### src/rtl/mac_pkg.sv
// mac_pkg: shared constants and helpers for the multi-lane MAC pipeline.
//   BW       default activation/weight width per lane
//   PSUM_BW  default partial-sum / result width
//   LANES    default number of multiply lanes summed per beat
//   prod_width(bw)  width of one signed lane product (activation widened by one bit)
//   lane_lo(k, w)   low bit index of lane k in a packed vector of w-bit lanes
package mac_pkg;

  localparam int BW      = 4;
  localparam int PSUM_BW = 16;
  localparam int LANES   = 4;

  function automatic int prod_width(input int bw);
    return 2 * bw + 1;
  endfunction

  function automatic int lane_lo(input int k, input int w);
    return k * w;
  endfunction

endpackage

### src/rtl/mac_lane_mult.sv
// mac_lane_mult: combinational single-lane multiply.
//   a        bw-bit activation (signedness chosen by a_signed)
//   a_signed 1 = a is two's complement, 0 = a is unsigned
//   w        bw-bit two's complement weight
//   prod     (2*bw+1)-bit two's complement product
module mac_lane_mult
  import mac_pkg::*;
#(
  parameter int bw = BW
) (
  input  logic [bw-1:0] a,
  input  logic          a_signed,
  input  logic [bw-1:0] w,
  output logic [2*bw:0] prod
);

  localparam int pw = prod_width(bw);

  logic [pw-1:0] a_x;
  logic [pw-1:0] w_x;

  // Both operands are widened to the full product width with their own
  // extension rule; the low pw bits of the unsigned product are then the
  // exact two's complement product, since it always fits in pw bits.
  always_comb begin
    a_x  = {{(bw + 1){a_signed & a[bw-1]}}, a};
    w_x  = {{(bw + 1){w[bw-1]}}, w};
    prod = a_x * w_x;
  end

endmodule

### src/rtl/mac_dot_pipe.sv
// mac_dot_pipe: two-stage pipelined multi-lane dot-product MAC.
//   clk, reset          clock, synchronous active-high reset
//   w_load, w_in        load stationary weights (lane k at [k*bw +: bw])
//   in_valid, in_ready  input beat handshake
//   a_in, a_signed      activations and their signedness for this beat
//   c_in                external partial sum (two's complement)
//   acc_mode, acc_first addend select: c_in, zero, or internal accumulator
//   out_valid, out_ready, out  result handshake and value
//
// Handshake: a transfer happens on a rising edge where valid && ready. The
// producer holds valid and its payload until that edge; ready may depend
// combinationally on the downstream ready. out/out_valid do not change while
// out_valid && !out_ready.
module mac_dot_pipe
  import mac_pkg::*;
#(
  parameter int bw      = BW,
  parameter int psum_bw = PSUM_BW,
  parameter int lanes   = LANES
) (
  input  logic                  clk,
  input  logic                  reset,
  input  logic                  w_load,
  input  logic [lanes*bw-1:0]   w_in,
  input  logic                  in_valid,
  output logic                  in_ready,
  input  logic [lanes*bw-1:0]   a_in,
  input  logic                  a_signed,
  input  logic [psum_bw-1:0]    c_in,
  input  logic                  acc_mode,
  input  logic                  acc_first,
  output logic                  out_valid,
  input  logic                  out_ready,
  output logic [psum_bw-1:0]    out
);

  localparam int pw = prod_width(bw);

  logic [lanes*bw-1:0] w_q, w_d;
  logic [lanes*pw-1:0] prod_c, prod_q, prod_d;
  logic [psum_bw-1:0]  s1_c_q, s1_c_d;
  logic                s1_acc_mode_q, s1_acc_mode_d;
  logic                s1_acc_first_q, s1_acc_first_d;
  logic                s1_valid_q, s1_valid_d;
  logic [psum_bw-1:0]  out_q, out_d;
  logic                out_valid_q, out_valid_d;
  logic [psum_bw-1:0]  acc_q, acc_d;
  logic [psum_bw-1:0]  addend_c;
  logic [psum_bw-1:0]  sum_c;
  logic                s1_adv;
  logic                accept;

  // Lane multipliers always see the registered weights, so a beat accepted
  // on the same edge as w_load still uses the old weights.
  for (genvar k = 0; k < lanes; k++) begin : g_lane
    mac_lane_mult #(.bw(bw)) u_lane (
      .a        (a_in[lane_lo(k, bw) +: bw]),
      .a_signed (a_signed),
      .w        (w_q[lane_lo(k, bw) +: bw]),
      .prod     (prod_c[lane_lo(k, pw) +: pw])
    );
  end

  assign s1_adv   = !out_valid_q || out_ready;
  assign in_ready = !s1_valid_q || s1_adv;
  assign accept   = in_valid && in_ready;

  always_comb begin
    w_d = w_load ? w_in : w_q;
  end

  // Stage 1: capture lane products and sideband on acceptance; drain when
  // the beat moves on to stage 2 and nothing new arrives.
  always_comb begin
    s1_valid_d     = s1_valid_q;
    prod_d         = prod_q;
    s1_c_d         = s1_c_q;
    s1_acc_mode_d  = s1_acc_mode_q;
    s1_acc_first_d = s1_acc_first_q;
    if (accept) begin
      s1_valid_d     = 1'b1;
      prod_d         = prod_c;
      s1_c_d         = c_in;
      s1_acc_mode_d  = acc_mode;
      s1_acc_first_d = acc_first;
    end else if (s1_adv) begin
      s1_valid_d = 1'b0;
    end
  end

  // Stage 2 adder: addend is read straight from acc_q so back-to-back
  // accumulate beats see the previous beat's result without a bubble.
  always_comb begin
    if (!s1_acc_mode_q) begin
      addend_c = s1_c_q;
    end else if (s1_acc_first_q) begin
      addend_c = '0;
    end else begin
      addend_c = acc_q;
    end
    sum_c = addend_c;
    for (int k = 0; k < lanes; k++) begin
      sum_c = sum_c + psum_bw'($signed(prod_q[lane_lo(k, pw) +: pw]));
    end
  end

  always_comb begin
    out_valid_d = out_valid_q;
    out_d       = out_q;
    acc_d       = acc_q;
    if (s1_adv) begin
      out_valid_d = s1_valid_q;
      if (s1_valid_q) begin
        out_d = sum_c;
        if (s1_acc_mode_q) begin
          acc_d = sum_c;
        end
      end
    end
  end

  always_ff @(posedge clk) begin
    if (reset) begin
      w_q            <= '0;
      prod_q         <= '0;
      s1_c_q         <= '0;
      s1_acc_mode_q  <= 1'b0;
      s1_acc_first_q <= 1'b0;
      s1_valid_q     <= 1'b0;
      out_q          <= '0;
      out_valid_q    <= 1'b0;
      acc_q          <= '0;
    end else begin
      w_q            <= w_d;
      prod_q         <= prod_d;
      s1_c_q         <= s1_c_d;
      s1_acc_mode_q  <= s1_acc_mode_d;
      s1_acc_first_q <= s1_acc_first_d;
      s1_valid_q     <= s1_valid_d;
      out_q          <= out_d;
      out_valid_q    <= out_valid_d;
      acc_q          <= acc_d;
    end
  end

  assign out       = out_q;
  assign out_valid = out_valid_q;

endmodule

### config.mk
export PLATFORM = sky130hd
export DESIGN_NAME = mac_dot_pipe
export DESIGN_NICKNAME = d
export VERILOG_FILES = /design/src/rtl/mac_pkg.sv /design/src/rtl/mac_lane_mult.sv /design/src/rtl/mac_dot_pipe.sv
export SDC_FILE = /design/constraint.sdc
export NUM_CORES = 1
export LEC_CHECK = 0
export BUFFER_PORTS_ARGS = -buffer_cell sky130_fd_sc_hd__clkbuf_2
export CORE_MARGIN = 1.5
export CORE_UTILIZATION = 61
export CTS_CLUSTER_SIZE = 40
export DETAILED_ROUTE_END_ITERATION = 7
export GPL_TIMING_DRIVEN = 0
export PLACE_DENSITY_LB_ADDON = 0.3
export SETUP_SLACK_MARGIN = 0.1
export SLEW_MARGIN = 20
export SYNTH_ARGS = -nofsm -noshare
export SYNTH_HDL_FRONTEND = slang
export SYNTH_SLANG_ARGS = --single-unit
### constraint.sdc
create_clock -name clk -period 4.55 [get_ports clk]
set_clock_uncertainty 0.15 [all_clocks]
set_input_delay 0.455 -clock clk [delete_from_list [all_inputs] [get_ports clk]]
set_output_delay 0.455 -clock clk [all_outputs]
set_load 0.01 [all_outputs]
==> impl_metrics.tcl <==
set metrics [dict create \
    first_global_vias 6916 \
    rows 42 \
    dieArea_um2 14400 \
    powerDensity_nw_per_um2 298 \
    drc_errors 0 \
    critPathMaxStageDelay_ps 600 \
    rsz0062_at_grt "true" \
    reg2reg_to "acc_q[15]" \
    htreeDepth 3 \
    period_needed_ps 4210 \
    dp.cells 1241 \
    r2r_cells 12 \
    io_pins 74 \
    hp-start "c_in[13]" \
    yosysSeqAreaShare_pct 24.9 \
    post-dp-hpwl_um 15200 \
    layout-drive-gt1-share_pct 9.07 \
    synthMostInstantiatedCell "inv_1" \
    clk_pin_slew_ps 80 \
    dr_total_vias 6923 \
    final-hold-violation-count 0 \
    place.gp.congestion 0.919 \
    antenna_found_initial 0 \
    endpoint_kind "flip-flop" \
    drt-initial-drc-count 501 \
    peakVddDrop_uv 242 \
    dpl_worst_slack_ps -153 \
    start_util_pct 62.9 \
    wl_per_cell_um 15.2 \
    dr.pass1.iters 6 \
    timing.rr.start "prod_q[8]" \
    wirelength_um 19100 \
    cts_buffers 9 \
    critPathTopFamily "adder cells" \
    p_leak_uw 0.00445 \
    cts_setup_buffers 0 \
    reg2reg_slack_ps 340 \
    arrival_ps 4380 \
    cts_tree "yes" \
    overflow 0 \
    critPathBufInv 3 \
    crit_path_top_delay_cell "fa_1" \
    min_path_cells 3 \
    slew_headroom_pct 52.5 \
    status "finished clean" \
    area_delta_synth_final_pct 10.9 \
    holdPathEnd "s1_c_q[13]" \
    synth-edff-count 0 \
    worstMarginPinSlew_ps 713 \
    critical_path.most_common_cell "fa_1" \
    netlist.area_leader.share_pct 24.9 \
    die_w_um 120 \
    synth_cell_types 51 \
    grt_util_all_layers_pct 28.6 \
    startpoint_type "flip-flop" \
    cts-hold-fix-buffers 0 \
    cts_buffer_depth 2 \
    synth_area_um2 8360 \
    ys.flop_type "dfxtp_1" \
    path_class "reg2reg" \
    synth_cells 994 \
    num-fill-cells 1113 \
    grt_pass1_wl_um 32400 \
    crit_chain "fa_1 > fa_1 > inv_1 > fa_1 > inv_1 > ha_1 > clkbuf_1 > nand4_1 > nor3_1 > o21ai_0 > a2111oi_0 > a311o_1" \
    synth_nets 1200 \
    synth_largest_area_cell "dfxtp_1" \
    syn_avg_cell_area_um2 8.41 \
    fin_ws_ps 338 \
    ys_top_cells_by_area "dfxtp_1 (25%), fa_1 (19%), ha_1 (10%)" \
    grt_max_degree 18 \
    drv_slew 0 \
    async_flop_share_pct 0 \
    synth-seq-cells 104 \
    clk_latency_ps 370 \
    synth_common_cells "inv_1 (149), nand2_1 (134), dfxtp_1 (104)" \
    fp.dieH_um 120 \
    cp.required_ps 4710 \
    post-route-period-util_pct 92.6 \
    ant_nets 0 \
    hp-class "in2reg" \
    insertedDiodeCount 0 \
    ys_warn_count 0 \
    io_buffers 71 \
    core-area_um2 13300 \
    cap_violations 0 \
    setup_viol 0 \
    max_freq_ghz 0.237 \
    crit_fanout 8 \
    nNetsFinal 1282 \
    final_cells 1257 \
    cts_sinks 104 \
    cts_root_buffer "clkbuf_16" \
    vias_per_cell 5.51 \
]
state kept, by name, indices dropped and copies added, names as in the netlist:
name	count
prod_q	36
acc_q	16
out	16
s1_c_q	16
w_q	16
out_valid	1
s1_acc_first_q	1
s1_acc_mode_q	1
s1_valid_q	1
where the power goes:
part	internal, µW	leakage (µW)	total, µW	switching [µW]
Sequential	973	0.000851	1020	44.5
Clock	462	0.000154	832	370
Combinational	356	0.00345	911	554
worst reg2reg max path: cells and delay by family, from the launching register on:
| family | cells | cell delay [ps] |
|---|---|---|
| adder cells (fa/ha/maj) | 4 | 1950 |
| AND/OR/NAND/NOR | 2 | 360 |
| flip-flops | 1 | 330 |
| buffers and inverters | 3 | 530 |
| AO/OA/AOI/OAI | 3 | 860 |
area by class of cell:
class                           instances  area (µm²)  share of cell area (%)
Multi-Input combinational cell        700        5580                    60.2
Sequential cell                       104        2080                    22.5
Timing Repair Buffer                   71         355                    3.83
Clock inverter                          5        62.6                   0.675
Buffer                                 41         160                    1.73
Tap cell                              176         220                    2.38
Inverter                              149         559                    6.03
Clock buffer                           11         253                    2.73
metrics by stage:
stage               instance area (µm²)  power (µW)  util, %  hold WS [ps]  setup TNS (ps)
floorplan                          8360        1690        -           282               0
global placement                   8930        1900     67.2           288            -338
detailed placement                 8930        1920     67.2           295            -501
CTS                                9250        2760     69.6           148               0
global route                       9270        2950     69.7           157               0
finish                             9270        2760     69.7           151               0
timing repair:
| item | CTS | global route |
|---|---|---|
| setup endpoints to repair | 9 | 6 |
| hold endpoints to repair | 0 | 0 |
| gates cloned | 0 | 0 |
| resized for setup | 2 | 6 |
layout by cell type (no fill, tap or decap), types with 7 or more instances in the layout:
master and n:
inv_1 149, nand2_1 134, dfxtp_1 104, a21oi_1 90, fa_1 80, clkbuf_2 74, ha_1 70, nor2_1 42
nand3_1 36, and2_1 33, clkbuf_1 32, xnor2_1 25, o21ai_0 24, nor2b_1 21, mux2i_1 16, a21o_1 13
nor3_1 13, a211oi_1 13, nand2b_1 10, clkbuf_16 9, o211ai_1 7
layer usage:
metal  global-route usage, %  share of wire (%)
met1                    35.0                 44
met2                    49.1                 48
met3                    6.80                5.3
met4                    10.4                2.9
met5                       0                  0
worst max path at each step:
stage / end / start / depth (start not counted)
after CTS: out[14] / s1_acc_mode_q / 12
after global placement: out[14] / s1_acc_mode_q / 12
final: acc_q[15] / prod_q[8] / 12
after global routing: acc_q[15] / prod_q[8] / 12
after floorplan: acc_q[15] / prod_q[8] / 12
after detailed placement: acc_q[14] / s1_acc_mode_q / 12
cell families after synthesis:
group / share of synthesized area (%)
AND/OR/NAND/NOR: 18.4
buffers and inverters: 8.58
AO/OA/AOI/OAI: 13.8
adder cells (fa/ha/maj): 29.6
flip-flops: 24.9
XOR/XNOR: 2.72
multiplexers: 1.92
Power figures use the tool's default switching activity.
